--- config.mk ---
export PLATFORM = sky130hd
export DESIGN_NAME = ad56x3_frame_rx
export DESIGN_NICKNAME = d
export VERILOG_FILES = /design/src/rtl/ad56x3_frame_rx.sv
export SDC_FILE = /design/constraint.sdc
export NUM_CORES = 1
export LEC_CHECK = 0
export CORE_ASPECT_RATIO = 1.75
export CORE_MARGIN = 2
export CORE_UTILIZATION = 49
export DETAILED_ROUTE_END_ITERATION = 7
export GPL_TIMING_DRIVEN = 0
export PLACE_DENSITY_LB_ADDON = 0.15
export SLEW_MARGIN = 20
export SYNTH_ARGS = -nofsm -noshare
export SYNTH_HDL_FRONTEND = slang
export SYNTH_SLANG_ARGS = --single-unit
export TNS_END_PERCENT = 1
--- constraint.sdc ---
create_clock -name clk -period 1.9 [get_ports clk]
set_clock_uncertainty 0.05 [all_clocks]
set_input_delay 0.19 -clock clk [delete_from_list [all_inputs] [get_ports clk]]
set_output_delay 0.19 -clock clk [all_outputs]
set_load 0.03 [all_outputs]
--- src/rtl/ad56x3_frame_rx.sv ---
// ad56x3_frame_rx: AD56x3 three-wire slave that deserializes 24-bit frames into Avalon-ST channel A/B samples
module ad56x3_frame_rx #(
    parameter string SIGN_A     = "UNSIGNED",
    parameter string SIGN_B     = "SIGNED",
    parameter int    DATA_WIDTH = 14
) (
    input  logic                  clk,
    input  logic                  reset,
    input  logic                  dacSync,
    input  logic                  dacSclk,
    input  logic                  dacDin,
    output logic                  asoValid0,
    output logic [DATA_WIDTH-1:0] asoData0,
    output logic                  asoValid1,
    output logic [DATA_WIDTH-1:0] asoData1,
    output logic                  frmValid,
    output logic [23:0]           frmWord,
    output logic [7:0]            abortCnt
);
    typedef enum logic [1:0] {IDLE, SHIFT, WAIT_HIGH} state_t;

    localparam logic INV_A = (SIGN_A == "SIGNED");
    localparam logic INV_B = (SIGN_B == "SIGNED");
    localparam logic [DATA_WIDTH-1:0] MSB = {1'b1, {(DATA_WIDTH-1){1'b0}}};

    logic sync_s1_q, sync_s2_q, sync_d_q;
    logic sclk_s1_q, sclk_s2_q, sclk_d_q;
    logic din_s1_q, din_s2_q;
    logic [1:0] settle_q;
    state_t state_q, state_d;
    logic [4:0] bit_cnt_q, bit_cnt_d;
    logic [22:0] shreg_q, shreg_d;
    logic [7:0] abort_q, abort_d;
    logic done_q, done_d;
    logic [23:0] word_q, word_d;
    logic sclk_fall, sync_rise;
    logic [2:0] cmd, addr;
    logic wr, sel_a, sel_b;
    logic [DATA_WIDTH-1:0] smp, smp_a, smp_b;

    assign sclk_fall = ~sclk_s2_q & sclk_d_q;
    assign sync_rise = sync_s2_q & ~sync_d_q;
    assign abortCnt  = abort_q;
    assign cmd       = word_q[21:19];
    assign addr      = word_q[18:16];
    assign wr        = (cmd == 3'b000) || (cmd == 3'b010) || (cmd == 3'b011);
    assign sel_a     = wr && ((addr == 3'b000) || (addr == 3'b111));
    assign sel_b     = wr && ((addr == 3'b001) || (addr == 3'b111));
    assign smp       = word_q[15 -: DATA_WIDTH];
    assign smp_a     = INV_A ? smp ^ MSB : smp;
    assign smp_b     = INV_B ? smp ^ MSB : smp;

    // Synchronize the serial inputs and keep one extra stage of sync/sclk for edge detection
    always_ff @(posedge clk) begin
        if (reset) begin
            {sync_s1_q, sync_s2_q, sync_d_q} <= 3'b111;
            {sclk_s1_q, sclk_s2_q, sclk_d_q} <= 3'b111;
            {din_s1_q, din_s2_q}             <= 2'b00;
        end else begin
            {sync_s1_q, sync_s2_q, sync_d_q} <= {dacSync, sync_s1_q, sync_s2_q};
            {sclk_s1_q, sclk_s2_q, sclk_d_q} <= {dacSclk, sclk_s1_q, sclk_s2_q};
            {din_s1_q, din_s2_q}             <= {dacDin, din_s1_q};
        end
    end

    // Blocks WAIT_HIGH exit until the synchronizers show the real sync level after reset
    always_ff @(posedge clk) begin
        if (reset) settle_q <= 2'd2;
        else       settle_q <= (settle_q != 2'd0) ? settle_q - 2'd1 : 2'd0;
    end

    // Frame FSM state and datapath registers
    always_ff @(posedge clk) begin
        if (reset) begin
            state_q   <= WAIT_HIGH;
            bit_cnt_q <= '0;
            shreg_q   <= '0;
            abort_q   <= '0;
            done_q    <= 1'b0;
            word_q    <= '0;
        end else begin
            state_q   <= state_d;
            bit_cnt_q <= bit_cnt_d;
            shreg_q   <= shreg_d;
            abort_q   <= abort_d;
            done_q    <= done_d;
            word_q    <= word_d;
        end
    end

    // Next-state logic: a 24th falling edge wins over a simultaneous sync rise
    always_comb begin
        state_d   = state_q;
        bit_cnt_d = bit_cnt_q;
        shreg_d   = shreg_q;
        abort_d   = abort_q;
        done_d    = 1'b0;
        word_d    = word_q;
        case (state_q)
            IDLE: begin
                if (!sync_s2_q) begin
                    bit_cnt_d = '0;
                    state_d   = SHIFT;
                end
            end
            SHIFT: begin
                if (sclk_fall) begin
                    shreg_d   = {shreg_q[21:0], din_s2_q};
                    bit_cnt_d = bit_cnt_q + 5'd1;
                end
                if (sclk_fall && bit_cnt_q == 5'd23) begin
                    word_d  = {shreg_q, din_s2_q};
                    done_d  = 1'b1;
                    state_d = WAIT_HIGH;
                end else if (sync_rise) begin
                    state_d = IDLE;
                    abort_d = (bit_cnt_d != 5'd0 && abort_q != 8'hFF) ? abort_q + 8'd1 : abort_q;
                end
            end
            WAIT_HIGH: state_d = (sync_s2_q && settle_q == 2'd0) ? IDLE : WAIT_HIGH;
            default:   state_d = WAIT_HIGH;
        endcase
    end

    // Registered output strobes; sample data holds between strobes
    always_ff @(posedge clk) begin
        if (reset) begin
            asoValid0 <= 1'b0;
            asoValid1 <= 1'b0;
            asoData0  <= '0;
            asoData1  <= '0;
            frmValid  <= 1'b0;
            frmWord   <= '0;
        end else begin
            asoValid0 <= done_q && sel_a;
            asoValid1 <= done_q && sel_b;
            frmValid  <= done_q;
            if (done_q && sel_a) asoData0 <= smp_a;
            if (done_q && sel_b) asoData1 <= smp_b;
            if (done_q) frmWord <= word_q;
        end
    end
endmodule

==> reports/qor.txt <==
==========================================================================================
Storage cell area                                                              0.00257 mm²
Vias after detailed routing                                                           3813
Delay of the slowest cell on the worst path                                         360 ps
Compound-gate portion of the synthesized area                                       0.0869
Crit path DAT                                                                      2310 ps
Post-CTS Hold Buffers                                                                    0
Remaining max-slew budget at the tightest pin                                        0.538
TritonCTS Sinks                                                                        128
Xor-xnor portion of the synthesized cell area                                      0.00181
Placeable core region                                                          0.00973 mm²
Number of stages on the worst setup path                                                 7
Final count of negative-setup-slack endpoints                                            6
Unrepaired setup endpoints after global routing                                        yes
Fin worst setup slack                                                              -161 ps
CP Cell Sequence                                                              ha_4 > and4bb_2 > a21oi_4 > nor3_4 > buf_12 > a2111oi_4 > mux2_4
Count of flip-flops with a built-in enable after synthesis                               0
Antenna diode count                                                                      0
Worst min path class                                                          input port to flop
DR WL/cell                                                                         15.4 µm
Lkg Pwr                                                                            2.32 nW
Maximum count of clock buffers along a single path                                       2
Antenna violations before repair                                                         0
Pin slew with the least headroom to its limit                                       693 ps
Clock tree from TritonCTS                                                            built
WS Path Type                                                                  flop to flop
Hold depth                                                                               3
Share of synthesized cell area in full adder, half adder and majority cells        0.00517
Setup crit start kind                                                                 flop
Most frequently used cell type in the post-synthesis netlist                  sky130_fd_sc_hd__dfxtp_1
Number of max-capacitance violations reported                                            0
Number of placed instances, taps included                                              711
Avg Cell Area, Syn                                                                9.30 µm²
Vertical extent of the die                                                          135 µm
Final global-route overflow total                                                        0
Slowest CP cell                                                               sky130_fd_sc_hd__dfxtp_4
Initial Util                                                                         0.497
Insertion delay of the later-clocked pin in the worst-skew pair                     410 ps
Synth Net Count                                                                        527
Global placement routability congestion                                              0.794
Pwr/cell area                                                                   977 mW/mm²
Number of buffers added by the clock tree synthesis step                                17
CP top delay family                                                           compound AO/OA/AOI/OAI gates
Total count of hold-check failures in the final report                                   0
Endpoint of the most critical register-to-register path                       abortCnt[5]$_SDFFE_PP0P_
Data required time of the worst path                                               2150 ps
Total number of H-tree levels                                                            4
Flip-flop cell with the highest count after synthesis                         sky130_fd_sc_hd__dfxtp_1
Via count of the first global-routing pass                                            3704
Detailed-route wire length                                                         11.5 mm
Final total power                                                                  6.27 mW
Seq/Total Area, Yosys                                                                0.530
Maximum net fanout on the critical path                                                  7
Proportion of netlist area held by the largest area contributor                      0.530
Largest net degree at the start of global routing                                       17
Number of flip-flops and latches in the synthesized netlist                            128
Worst IR Drop VDD                                                                   815 µV
Area of the multi-input gates                                                  0.00218 mm²
Violated checks                                                               setup timing
Die boundary width                                                                 79.1 µm
Total standard cell area after synthesis                                       0.00484 mm²
Startpoint of the lowest-slack register-to-register path                      bit_cnt_q[0]$_SDFFE_PP0P_
Highest clock frequency the design can meet                                        485 MHz
Worst R2R Path Depth                                                                     7
Number of vias per cell                                                               5.11
DPL Wire Length                                                                    8.02 mm
Final core area utilization                                                          0.659
Crit path time final                                                               2060 ps
Post-DRT Antenna Nets                                                                    0
Gr usage total                                                                       0.220
Clock Pin Slew Worst Setup and Hold Paths                                            60 ps
Crit path capture type                                                                flop
Portion of netlist area occupied by mux cells                                        0.136
R2r setup slk                                                                      -160 ps
Std-Cell Rows                                                                           48
Synthesized-area fraction occupied by and/or/nand/nor cells                          0.210
Combined buffer and inverter count along the critical path                               1
Area added between synthesis and finish                                              32.6%
Result of the run                                                             finished with violations
Dominant combinational cell family by area after synthesis                    simple AND/OR/NAND/NOR gates
Top cells by area in the synthesized netlist                                  sky130_fd_sc_hd__dfxtp_1 53%, sky130_fd_sc_hd__mux2i_1 11%, sky130_fd_sc_hd__nand2_1 7.9%
Number of primary I/O pins                                                              68
Wire length of the first global-routing pass                                       18.1 mm
Area enclosed by the die boundary                                               0.0107 mm²
Share of flip-flops with an asynchronous set or reset after synthesis                    0
Start point of the worst hold path                                                   reset
Most frequent cells after synthesis                                           128 x sky130_fd_sc_hd__dfxtp_1, 102 x sky130_fd_sc_hd__nand2_1, 68 x sky130_fd_sc_hd__nor2_1
End of the worst hold path                                                    abortCnt[4]$_SDFFE_PP0P_
Share of cells above drive strength 1                                                0.127
Number of standard cells in the layout, taps in and fillers out                        746
Iteration-0 DRC count of the detailed router                                           122
Yosys warning count                                                                      0
Final Max Slew Viols                                                                     0
First-pass iteration count of the detailed router                                        5
CTS root buffer                                                               sky130_fd_sc_hd__clkbuf_16
DRC Markers                                                                              0
Netlist cell types                                                                      46
Final-layout fill cell count                                                           813
Number of input and output port buffers inserted                                        66
Top cell type by total area after synthesis                                   sky130_fd_sc_hd__dfxtp_1
Cell count after synthesis                                                             520
Number of nets in the finished design                                                  615
Final cycle utilization of the critical path                                          1.08
==========================================================================================
==> layout by cell type (no fill, tap or decap), types with 2 or more instances in the layout <==
cell                              Yosys  routed
sky130_fd_sc_hd__a211oi_1             5       3
sky130_fd_sc_hd__a211oi_2             0       2
sky130_fd_sc_hd__a21o_1               2       2
sky130_fd_sc_hd__a21oi_1             52      52
sky130_fd_sc_hd__a22oi_1              3       3
sky130_fd_sc_hd__and2_1               3       3
sky130_fd_sc_hd__and2b_2              1       2
sky130_fd_sc_hd__buf_12               0       2
sky130_fd_sc_hd__buf_2                9       5
sky130_fd_sc_hd__buf_4                1       2
sky130_fd_sc_hd__buf_6                1       2
sky130_fd_sc_hd__bufinv_16            0       4
sky130_fd_sc_hd__clkbuf_1            20      18
sky130_fd_sc_hd__clkbuf_16            0      17
sky130_fd_sc_hd__clkbuf_2             0       2
sky130_fd_sc_hd__clkbuf_4             0       3
sky130_fd_sc_hd__clkbuf_8             0       2
sky130_fd_sc_hd__clkdlybuf4s50_1      0      66
sky130_fd_sc_hd__clkinv_2             0       2
sky130_fd_sc_hd__clkinv_4             0       3
sky130_fd_sc_hd__clkinvlp_4           0       4
sky130_fd_sc_hd__dfxtp_1            128     126
sky130_fd_sc_hd__mux2_1               5       5
sky130_fd_sc_hd__mux2_4               3       3
sky130_fd_sc_hd__mux2i_1             52      52
sky130_fd_sc_hd__nand2_1            102     101
sky130_fd_sc_hd__nand2b_1             7       7
sky130_fd_sc_hd__nand3_1              4       4
sky130_fd_sc_hd__nand4_1              3       3
sky130_fd_sc_hd__nor2_1              68      68
sky130_fd_sc_hd__nor2b_1             13      13
sky130_fd_sc_hd__nor3_1               4       4
sky130_fd_sc_hd__nor3_4               1       2
sky130_fd_sc_hd__o21ai_0              2       2
sky130_fd_sc_hd__or2_2                6       6
==> worst max path at each step <==
stage,startpoint,end
2_1_floorplan,bit_cnt_q[0]$_SDFFE_PP0P_,abortCnt[2]$_SDFFE_PP0P_
3_3_place_gp,bit_cnt_q[0]$_SDFFE_PP0P_,abortCnt[4]$_SDFFE_PP0P_
3_5_place_dp,bit_cnt_q[0]$_SDFFE_PP0P_,abortCnt[3]$_SDFFE_PP0P_
4_1_cts,bit_cnt_q[0]$_SDFFE_PP0P_,abortCnt[5]$_SDFFE_PP0P_
5_1_grt,bit_cnt_q[0]$_SDFFE_PP0P_,abortCnt[5]$_SDFFE_PP0P_
6_report,bit_cnt_q[0]$_SDFFE_PP0P_,abortCnt[5]$_SDFFE_PP0P_
==> layout make-up <==
cell class,count,share of cell area
Multi-Input combinational cell,359,0.340
Clock buffer,19,0.0706
Buffer,32,0.0248
Timing Repair Buffer,69,0.110
Inverter,1,0.000585
Tap cell,125,0.0244
Clock inverter,13,0.0291
Sequential cell,128,0.400
==> report_power, final <==
group	switching (mW)	total (mW)	leakage (nW)	internal [mW]
sequential	0.0102	2.71	1.03	2.70
combinational	0.0719	0.105	0.987	0.0335
clock	1.19	3.46	0.301	2.26
total	1.27	6.27	2.32	4.99
==> cell families after synthesis <==
| family | count (synthesis) |
|---|---|
| AND/OR/NAND/NOR | 223 |
| flip-flops | 128 |
| AO/OA/AOI/OAI | 71 |
| multiplexers | 62 |
| buffers and inverters | 33 |
| adder cells (fa/ha/maj) | 2 |
| XOR/XNOR | 1 |
==> registers in the layout, indices dropped and copies added (netlist names), 2 cells and up <==
register	cells
abortCnt	8
frmWord	24
asoData1	14
state_q	2
asoData0	14
shreg_q	23
word_q	24
settle_q	2
bit_cnt_q	5
==> metrics by stage <==
| stage | hold WS [ps] | cell area [µm²] | TNS, ps | setup WS (ps) |
|---|---|---|---|---|
| final | 257 | 6410 | -364 | -161 |
| after global routing | 294 | 6410 | -983 | -213 |
| after CTS | 258 | 6370 | -806 | -173 |
| after detailed placement | 350 | 5670 | -2780 | -289 |
| after global placement | 342 | 5670 | -1760 | -233 |
| after floorplan | 244 | 4850 | 0 | 4.88 |
==> per-layer routing <==
metal | part of all wire | vias to the layer above | global-route usage
met5 | 0 | - | 0
met4 | 0.011 | 0 | 0.0680
met3 | 0.038 | 10 | 0.0553
met2 | 0.57 | 80 | 0.422
met1 | 0.38 | 1813 | 0.229
li1 | - | 1910 | -
==> worst min-delay path, cell delays in order <==
cell and delay [ps]:
sky130_fd_sc_hd__clkbuf_1 220, sky130_fd_sc_hd__nor2b_1 160, sky130_fd_sc_hd__mux2_1 120
==> repair_timing <==
action | 4_1_cts | 5_1_grt
pin swaps | 1 | 3
setup endpoints to repair | 44 | 46
endpoints found under the hold margin | 0 | 0
setup buffers | 2 | 2
resized for setup | 7 | 13
cloned | 0 | 0
(Power assumes the default switching activity.)
